### src/rtl/draw_map_tiled_if.sv
// VGA timing + colour bundle passed along the video overlay chain.
// Latency: none, plain wiring bundle.
// Backpressure: none, the pixel stream never stalls.
interface vga_if;
  logic [10:0] hcount;
  logic [10:0] vcount;
  logic        hsync;
  logic        vsync;
  logic        hblnk;
  logic        vblnk;
  logic [11:0] rgb;

  modport in  (input  hcount, vcount, hsync, vsync, hblnk, vblnk, rgb);
  modport out (output hcount, vcount, hsync, vsync, hblnk, vblnk, rgb);
endinterface

### src/rtl/draw_map_tiled.sv
// Tiled map renderer: tile RAM with write port and clear sweep, colour lookup per pixel.
// Latency: 3 clocks from vga_in to vga_out, timing fields delayed identically.
// Backpressure: wr_ready low during a clear sweep; writes offered then are dropped.
module draw_map_tiled #(
  parameter int          MAP_W        = 32,
  parameter int          MAP_H        = 24,
  parameter int          TILE_LOG2    = 5,
  parameter int          N_PLAYERS    = 4,
  parameter int          BLINK_FRAMES = 15,
  parameter logic [11:0] WALL_COLOR   = 12'h888,
  parameter logic [11:0] EMPTY_COLOR  = 12'h000,
  parameter logic [11:0] HEAD_COLOR   = 12'hFFF,
  parameter logic [11:0] GRID_COLOR   = 12'h222,
  parameter logic [11:0] OUT_COLOR    = 12'h000
) (
  input  logic                          clk,
  input  logic                          rst,
  input  logic                          wr_en,
  input  logic [$clog2(MAP_W)-1:0]      wr_x,
  input  logic [$clog2(MAP_H)-1:0]      wr_y,
  input  logic [3:0]                    wr_tile,
  output logic                          wr_ready,
  input  logic                          clear_req,
  output logic                          busy,
  output logic                          clear_done,
  input  logic [N_PLAYERS-1:0][11:0]    palette,
  input  logic                          grid_en,
  input  logic                          blink_en,
  vga_if.in                             vga_in,
  vga_if.out                            vga_out
);

  localparam int N_TILES = MAP_W * MAP_H;
  localparam int AW      = $clog2(N_TILES);
  localparam int TW      = 11 - TILE_LOG2;
  localparam int CW      = $clog2(BLINK_FRAMES + 1);

  typedef struct packed {
    logic [10:0] hcount;
    logic [10:0] vcount;
    logic        hsync;
    logic        vsync;
    logic        hblnk;
    logic        vblnk;
  } timing_t;

  typedef enum logic {ST_IDLE, ST_CLEAR} state_t;

  // ---------------- clear sweep FSM ----------------
  state_t          state_q, state_d;
  logic [AW-1:0]   clr_addr_q, clr_addr_d;
  logic            clear_done_q, clear_done_d;

  // Reset lands directly in CLEAR so the power-on sweep starts on the first clock.
  always_ff @(posedge clk or negedge rst) begin
    if (!rst) begin
      state_q      <= ST_CLEAR;
      clr_addr_q   <= '0;
      clear_done_q <= 1'b0;
    end else begin
      state_q      <= state_d;
      clr_addr_q   <= clr_addr_d;
      clear_done_q <= clear_done_d;
    end
  end

  // Next state: one tile per clock, done pulse as the last address is written.
  always_comb begin
    state_d      = state_q;
    clr_addr_d   = clr_addr_q;
    clear_done_d = 1'b0;
    case (state_q)
      ST_IDLE: begin
        if (clear_req) begin
          state_d    = ST_CLEAR;
          clr_addr_d = '0;
        end
      end
      ST_CLEAR: begin
        if (32'(clr_addr_q) == N_TILES - 1) begin
          state_d      = ST_IDLE;
          clr_addr_d   = '0;
          clear_done_d = 1'b1;
        end else begin
          clr_addr_d = clr_addr_q + 1'b1;
        end
      end
      default: state_d = ST_IDLE;
    endcase
  end

  assign busy       = (state_q == ST_CLEAR);
  assign wr_ready   = !busy;
  assign clear_done = clear_done_q;

  // ---------------- tile RAM ----------------
  logic [3:0]    mem [N_TILES];
  logic          wr_in_range;
  logic [AW-1:0] wr_addr;

  assign wr_in_range = (32'(wr_x) < MAP_W) && (32'(wr_y) < MAP_H);
  assign wr_addr     = AW'(32'(wr_y) * MAP_W + 32'(wr_x));

  // Write port: the sweep owns the RAM while busy, user writes only when idle.
  always_ff @(posedge clk) begin
    if (busy) begin
      mem[clr_addr_q] <= 4'h0;
    end else if (wr_en && wr_in_range) begin
      mem[wr_addr] <= wr_tile;
    end
  end

  // ---------------- S1: tile coordinates and flags ----------------
  timing_t         tim_in;
  logic [TW-1:0]   tx_c, ty_c;
  logic [TW-1:0]   tx_s1_q, ty_s1_q;
  logic            in_map_s1_q, border_s1_q, grid_s1_q;
  timing_t         tim_s1_q;

  assign tim_in = '{hcount: vga_in.hcount, vcount: vga_in.vcount, hsync: vga_in.hsync,
                    vsync: vga_in.vsync, hblnk: vga_in.hblnk, vblnk: vga_in.vblnk};
  assign tx_c   = vga_in.hcount[10:TILE_LOG2];
  assign ty_c   = vga_in.vcount[10:TILE_LOG2];

  // Register tile coordinates plus map/border/grid classification of the pixel.
  always_ff @(posedge clk or negedge rst) begin
    if (!rst) begin
      tx_s1_q     <= '0;
      ty_s1_q     <= '0;
      in_map_s1_q <= 1'b0;
      border_s1_q <= 1'b0;
      grid_s1_q   <= 1'b0;
      tim_s1_q    <= '0;
    end else begin
      tx_s1_q     <= tx_c;
      ty_s1_q     <= ty_c;
      in_map_s1_q <= (32'(tx_c) < MAP_W) && (32'(ty_c) < MAP_H);
      border_s1_q <= (tx_c == '0) || (32'(tx_c) == MAP_W - 1) ||
                     (ty_c == '0) || (32'(ty_c) == MAP_H - 1);
      grid_s1_q   <= (vga_in.hcount[TILE_LOG2-1:0] == '0) ||
                     (vga_in.vcount[TILE_LOG2-1:0] == '0);
      tim_s1_q    <= tim_in;
    end
  end

  // ---------------- S2: RAM read ----------------
  logic [AW-1:0] rd_addr;
  logic [3:0]    tile_s2_q;
  logic          in_map_s2_q, border_s2_q, grid_s2_q;
  timing_t       tim_s2_q;

  // Off-map pixels read address 0 so the index never leaves the array.
  assign rd_addr = in_map_s1_q ? AW'(32'(ty_s1_q) * MAP_W + 32'(tx_s1_q)) : '0;

  // Synchronous read; a same-edge write is not visible (read-first).
  always_ff @(posedge clk or negedge rst) begin
    if (!rst) begin
      tile_s2_q   <= '0;
      in_map_s2_q <= 1'b0;
      border_s2_q <= 1'b0;
      grid_s2_q   <= 1'b0;
      tim_s2_q    <= '0;
    end else begin
      tile_s2_q   <= mem[rd_addr];
      in_map_s2_q <= in_map_s1_q;
      border_s2_q <= border_s1_q;
      grid_s2_q   <= grid_s1_q;
      tim_s2_q    <= tim_s1_q;
    end
  end

  // ---------------- blink counter ----------------
  logic          vsync_q;
  logic [CW-1:0] frame_cnt_q;
  logic          blink_phase_q;

  // Count vsync rising edges; toggle the head phase every BLINK_FRAMES frames.
  always_ff @(posedge clk or negedge rst) begin
    if (!rst) begin
      vsync_q       <= 1'b0;
      frame_cnt_q   <= '0;
      blink_phase_q <= 1'b0;
    end else begin
      vsync_q <= vga_in.vsync;
      if (vga_in.vsync && !vsync_q) begin
        if (32'(frame_cnt_q) == BLINK_FRAMES - 1) begin
          frame_cnt_q   <= '0;
          blink_phase_q <= !blink_phase_q;
        end else begin
          frame_cnt_q <= frame_cnt_q + 1'b1;
        end
      end
    end
  end

  // ---------------- S3: colour select ----------------
  logic        is_player;
  logic [11:0] player_col;
  logic [11:0] rgb_d, rgb_q;
  timing_t     tim_s3_q;

  // Priority: blanking, off-map, border, grid, blinking head, tile colour.
  always_comb begin
    is_player  = 1'b0;
    player_col = EMPTY_COLOR;
    for (int p = 0; p < N_PLAYERS; p++) begin
      if (32'(tile_s2_q[2:0]) == p + 2) begin
        is_player  = 1'b1;
        player_col = palette[p];
      end
    end
    rgb_d = EMPTY_COLOR;
    if (tim_s2_q.hblnk || tim_s2_q.vblnk)                       rgb_d = 12'h000;
    else if (!in_map_s2_q)                                      rgb_d = OUT_COLOR;
    else if (border_s2_q)                                       rgb_d = WALL_COLOR;
    else if (grid_en && grid_s2_q)                              rgb_d = GRID_COLOR;
    else if (is_player && tile_s2_q[3] && blink_en && blink_phase_q) rgb_d = HEAD_COLOR;
    else if (is_player)                                         rgb_d = player_col;
    else if (tile_s2_q[2:0] == 3'd1)                            rgb_d = WALL_COLOR;
    else                                                        rgb_d = EMPTY_COLOR;
  end

  // Output register for colour and the 3-clock delayed timing.
  always_ff @(posedge clk or negedge rst) begin
    if (!rst) begin
      rgb_q    <= '0;
      tim_s3_q <= '0;
    end else begin
      rgb_q    <= rgb_d;
      tim_s3_q <= tim_s2_q;
    end
  end

  assign vga_out.hcount = tim_s3_q.hcount;
  assign vga_out.vcount = tim_s3_q.vcount;
  assign vga_out.hsync  = tim_s3_q.hsync;
  assign vga_out.vsync  = tim_s3_q.vsync;
  assign vga_out.hblnk  = tim_s3_q.hblnk;
  assign vga_out.vblnk  = tim_s3_q.vblnk;
  assign vga_out.rgb    = rgb_q;

endmodule

### src/flat_wrapper.sv
// flat-port wrapper written by rule: the top's interface ports become plain ports
module draw_map_tiled_flat 
#(
  parameter int          MAP_W        = 32,
  parameter int          MAP_H        = 24,
  parameter int          TILE_LOG2    = 5,
  parameter int          N_PLAYERS    = 4,
  parameter int          BLINK_FRAMES = 15,
  parameter logic [11:0] WALL_COLOR   = 12'h888,
  parameter logic [11:0] EMPTY_COLOR  = 12'h000,
  parameter logic [11:0] HEAD_COLOR   = 12'hFFF,
  parameter logic [11:0] GRID_COLOR   = 12'h222,
  parameter logic [11:0] OUT_COLOR    = 12'h000
)
  (clk, rst, wr_en, wr_x, wr_y, wr_tile, wr_ready, clear_req, busy, clear_done, palette, grid_en, blink_en, vga_in_hcount, vga_in_vcount, vga_in_hsync, vga_in_vsync, vga_in_hblnk, vga_in_vblnk, vga_in_rgb, vga_out_hcount, vga_out_vcount, vga_out_hsync, vga_out_vsync, vga_out_hblnk, vga_out_vblnk, vga_out_rgb);
  vga_if vga_in_i ();
  vga_if vga_out_i ();
  input  logic clk;
  input  logic rst;
  input  logic wr_en;
  input  logic [$clog2(MAP_W)-1:0] wr_x;
  input  logic [$clog2(MAP_H)-1:0] wr_y;
  input  logic [3:0] wr_tile;
  output logic wr_ready;
  input  logic clear_req;
  output logic busy;
  output logic clear_done;
  input  logic [N_PLAYERS-1:0][11:0] palette;
  input  logic grid_en;
  input  logic blink_en;
  input wire logic [$bits(vga_in_i.hcount)-1:0] vga_in_hcount;
  input wire logic [$bits(vga_in_i.vcount)-1:0] vga_in_vcount;
  input wire logic [$bits(vga_in_i.hsync)-1:0] vga_in_hsync;
  input wire logic [$bits(vga_in_i.vsync)-1:0] vga_in_vsync;
  input wire logic [$bits(vga_in_i.hblnk)-1:0] vga_in_hblnk;
  input wire logic [$bits(vga_in_i.vblnk)-1:0] vga_in_vblnk;
  input wire logic [$bits(vga_in_i.rgb)-1:0] vga_in_rgb;
  output wire logic [$bits(vga_out_i.hcount)-1:0] vga_out_hcount;
  output wire logic [$bits(vga_out_i.vcount)-1:0] vga_out_vcount;
  output wire logic [$bits(vga_out_i.hsync)-1:0] vga_out_hsync;
  output wire logic [$bits(vga_out_i.vsync)-1:0] vga_out_vsync;
  output wire logic [$bits(vga_out_i.hblnk)-1:0] vga_out_hblnk;
  output wire logic [$bits(vga_out_i.vblnk)-1:0] vga_out_vblnk;
  output wire logic [$bits(vga_out_i.rgb)-1:0] vga_out_rgb;
  assign vga_in_i.hcount = vga_in_hcount;
  assign vga_in_i.vcount = vga_in_vcount;
  assign vga_in_i.hsync = vga_in_hsync;
  assign vga_in_i.vsync = vga_in_vsync;
  assign vga_in_i.hblnk = vga_in_hblnk;
  assign vga_in_i.vblnk = vga_in_vblnk;
  assign vga_in_i.rgb = vga_in_rgb;
  assign vga_out_hcount = vga_out_i.hcount;
  assign vga_out_vcount = vga_out_i.vcount;
  assign vga_out_hsync = vga_out_i.hsync;
  assign vga_out_vsync = vga_out_i.vsync;
  assign vga_out_hblnk = vga_out_i.hblnk;
  assign vga_out_vblnk = vga_out_i.vblnk;
  assign vga_out_rgb = vga_out_i.rgb;
  draw_map_tiled #(.MAP_W(MAP_W), .MAP_H(MAP_H), .TILE_LOG2(TILE_LOG2), .N_PLAYERS(N_PLAYERS), .BLINK_FRAMES(BLINK_FRAMES), .WALL_COLOR(WALL_COLOR), .EMPTY_COLOR(EMPTY_COLOR), .HEAD_COLOR(HEAD_COLOR), .GRID_COLOR(GRID_COLOR), .OUT_COLOR(OUT_COLOR)) u_core (.clk(clk), .rst(rst), .wr_en(wr_en), .wr_x(wr_x), .wr_y(wr_y), .wr_tile(wr_tile), .wr_ready(wr_ready), .clear_req(clear_req), .busy(busy), .clear_done(clear_done), .palette(palette), .grid_en(grid_en), .blink_en(blink_en), .vga_in(vga_in_i), .vga_out(vga_out_i));
endmodule
### config.mk
export PLATFORM = sky130hd
export DESIGN_NAME = draw_map_tiled_flat
export DESIGN_NICKNAME = d
export VERILOG_FILES = /design/src/rtl/draw_map_tiled_if.sv /design/src/rtl/draw_map_tiled.sv /design/src/flat_wrapper.sv
export SDC_FILE = /design/constraint.sdc
export NUM_CORES = 2
export LEC_CHECK = 0
export ABC_CLOCK_PERIOD_IN_PS = 24400
export CORE_MARGIN = 8
export CORE_UTILIZATION = 31
export DETAILED_ROUTE_END_ITERATION = 7
export GPL_TIMING_DRIVEN = 1
export HOLD_SLACK_MARGIN = 0.05
export PLACE_DENSITY = 0.48
export SKIP_LAST_GASP = 1
export SLEW_MARGIN = 5
export SYNTH_ARGS = -nofsm -noshare
export SYNTH_HDL_FRONTEND = slang
export SYNTH_SLANG_ARGS = --single-unit
### constraint.sdc
create_clock -name clk -period 24.4 [get_ports clk]
set_input_delay 3.66 -clock clk [delete_from_list [all_inputs] [get_ports clk]]
set_output_delay 3.66 -clock clk [all_outputs]
set_load 0.05 [all_outputs]
==> summary.txt <==
Run status
  • Status: complete, no violations

Worst hold path
  • WHS Endpoint: u_core.vga_out.vcount[1]
  • Hold depth: 0
  • Hold path startpoint: u_core.tim_s2_q[5]
  • Worst min path class: flip-flop to flip-flop

Synthesis
  • Yosys reg bits: 3189
  • Async S/R FF share, synth: under 10%
  • Synthesized Nets: 7920
  • Register area share after synthesis: 74.4%
  • Area fraction of the dominant cell type after synthesis: 72.1%
  • Synth Flop Type: edfxtp_1
  • Area leader, netlist: edfxtp_1
  • Mean Syn Cell Area: 16.4 um^2
  • Number of synthesized flops with an enable pin: 3072
  • Post-Synthesis Cells: 7811
  • Post-synth top cells: edfxtp_1 (3072), nor2_1 (923), mux2i_1 (523)
  • YS warnings: 0
  • Post-synthesis cell area: 0.128 mm^2
  • Leading cell type by number of instances after synthesis: edfxtp_1
  • Synth cell types: 87
  • Area contributors post-synth: edfxtp_1 (72%), mux4_2 (5.5%), mux2i_1 (4.1%), nor2_1 (2.7%), dfrtp_1 (2.3%)

Floorplan
  • Core footprint: 0.412 mm^2
  • Die Area: 0.434 mm^2
  • I/O pins: 147
  • Initial core utilization: 31.0%
  • Die Y: 659 um
  • Die X: ~660 um
  • Site Rows: 236

Setup path
  • Reg-to-Reg Start: u_core.tx_s1_q[0]
  • CP Capture Type: flip-flop
  • Critical path origin: wr_y[4]
  • CP Class: input pin to flip-flop
  • Crit path max fanout: 37
  • Reg-to-reg slack, setup: 17.38 ns
  • CP Data Arrival Time: 9.33 ns
  • Critical Path RT: ~25 ns
  • R2R depth: 14
  • R2r endpoint: u_core.tile_s2_q[2]
  • CP startpoint kind: input pin

Final layout
  • Multi-input logic area: a little over 0.03 mm^2
  • # fillers: 38900
  • Layout net count: 8080
  • Final core utilization: 35.7%
  • Register cell area after layout: 0.0952 mm^2
  • Design area: between 0.1 and 0.15 mm^2
  • Share of layout cells above drive strength 1: 15.0%
  • P&R area growth vs syn: 15.0%

Power and ir drop
  • Flop pwr share: around half
  • Net Sw Frac: 24.7%
  • Power per Cell Area: 83.8 mW/mm^2
  • Logic gate share of total power: under 10%
  • Clock network fraction of total power: between 40 and 50%
  • NetSw: 0.00305 W
  • Pleak: 51.5 nW
  • Pint: 0.00929 W
  • Maximum vdd drop: a little under 0.06 mV

Detailed routing
  • Remaining DRCs: 0
  • Final WL: 453 mm
  • Iteration-0 DRC count of the detailed router: a little under 10000
  • Vias/cell: 5.51
  • DRT Pass-1 Iters: 6
  • Post-DRT Antenna Nets: 0
  • DR vias: 75800
  • Avg WL per Cell: between 30 and 40 um

GRT
  • First-pass GRT wire length: 619 mm
  • Vias in the first global route: 75400
  • Largest net degree at the start of global routing: 225
  • Initial antenna violation count: 40
  • GRT overflow: 0
  • Gr usage total: approximately a fifth

Clock network
  • Total CTS buffers: between 300 and 400
  • Clock Sinks: 3189
  • CTS tree: yes
  • H-tree depth: 5
  • # Post-CTS Setup Buffers: 0
  • # resized after CTS: 0
  • Max Buffers Root-to-Sink: 4
  • Clk root buf: clkbuf_16
  • Clk slew on worst S/H paths: 0.05 ns
  • Worst-Skew Late Latency: 0.94 ns
  • Hold buffer count at cts: 0

STA
  • Fin. max-slew vios: 0
  • Final min period: 8.77 ns
  • Worst Hold Slack: 0.345 ns
  • Setup violators final: 0
  • Worst Skew: between 0.04 and 0.05 ns
  • RSZ-0062 raised after global routing: no
  • Period utilization: 35.9%
  • Final setup TNS: 0 ns
  • Actual slew at the worst max-slew pin: 1.33 ns
  • Fmax: 0.114 GHz
  • Max-slew headroom: 11.1%
  • Final Hold Viols: 0
  • Worst Setup Slack, final: ~16 ns

Job
  • Max-cap violations: 0

Placement
  • Routability congestion estimate: 0.837
  • DPL Wire Length: between 200 and 300 mm
  • Pre-CTS setup slack: 14.76 ns
  • Dpl cell area: 0.136 mm^2
  • Port Buf Inserts: 134
-- power groups by stage --
stage | Combinational [W] | Sequential (W) | Clock (W)
2_1_floorplan | 0.000424 | 0.00609 | 0
3_3_place_gp | 0.000967 | 0.00610 | 0
3_5_place_dp | 0.000972 | 0.00610 | 0
4_1_cts | 0.000974 | 0.00598 | 0.00545
5_1_grt | 0.00100 | 0.00599 | 0.00566
6_report | 0.000984 | 0.00598 | 0.00538
-- worst max path at each step --
stage | to | slack (ns) | cells past startpoint
finish | u_core.mem[362][0] | 15.63 | 9
global route | u_core.mem[235][3] | 15.41 | 10
CTS | u_core.mem[238][2] | 15.75 | 9
detailed placement | u_core.mem[238][1] | 14.76 | 9
global placement | u_core.mem[14][1] | 14.90 | 9
floorplan | u_core.mem[0][0] | 8.41 | 2
-- state kept, by name (all words and copies together), names as in the netlist, 4 cells and up --
register	cells
u_core.mem	3072
u_core.tim_s2_q	26
u_core.tim_s1_q	17
u_core.vga_out.rgb	12
u_core.vga_out.hcount	11
u_core.vga_out.vcount	11
u_core.clr_addr_q	10
u_core.tx_s1_q	5
u_core.frame_cnt_q	4
u_core.tile_s2_q	4
u_core.ty_s1_q	4
-- through the flow --
stage	total power, W	cells
floorplan	0.00652	7811
global placement	0.00706	13100
detailed placement	0.00707	13100
CTS	0.0124	13700
global route	0.0126	13700
finish	0.0123	13800
-- cell usage in the layout, fill, tap and decap left out, drive strengths merged, types with 41 or more instances in the layout --
cell type,netlist,final
buf,318,248
clkbuf,252,426
clkdlybuf4s50,0,133
o22ai,171,171
o21ai,242,242
nand2b,131,131
nor3,51,51
edfxtp,3072,3072
nor2,923,923
a221oi,62,62
o221ai,122,122
clkinv,0,143
bufinv,0,42
nand3,83,83
mux2,56,56
a21oi,186,186
nand3b,62,62
dfrtp,116,116
a211oi,57,57
nand2,509,509
a22oi,41,41
o211ai,58,58
mux4,321,321
a31oi,51,51
mux2i,523,523
or3,71,71
-- cells by family (layout without fill, tap and decap cells) --
kind of cell | after synthesis | in the layout | synth area share, %
AO/OA/AOI/OAI | 1185 | 1185 | 6.31
buffers and inverters | 584 | 1032 | 2.31
adder cells (fa/ha/maj) | 3 | 3 | 0.0293
XOR/XNOR | 5 | 5 | 0.0342
other | 0 | 21 | 0
AND/OR/NAND/NOR | 1945 | 1945 | 6.68
multiplexers | 900 | 900 | 10.3
flip-flops | 3189 | 3189 | 74.4
-- area by class of cell --
type                            count  share of cell area, %
Antenna cell                       21                 0.0357
Clock buffer                      426                   6.21
Clock inverter                    211                   1.61
Inverter                           14                 0.0408
Multi-Input combinational cell   4038                   20.5
Sequential cell                  3189                   64.7
Tap cell                         5474                   4.65
Timing Repair Buffer              381                   2.30
-- worst max-delay path: stages --
cell and delay, ns:
clkdlybuf4s50_1 0.53, a21boi_0 0.55, and2_1 1.04, nand3b_1 0.14
o21ai_1 0.48, nor2b_1 1.00, nand2_2 0.71, buf_4 0.57
nor2_1 0.48
-- per-layer routing --
layer	track usage, %	part of all wire (%)	up-vias
li1	-	-	31100
met1	27.3	41	40200
met2	32.3	47	3775
met3	4.18	8.9	710
met4	6.65	3.6	6
met5	0	0.0077	-
Power figures use the tool's default switching activity.
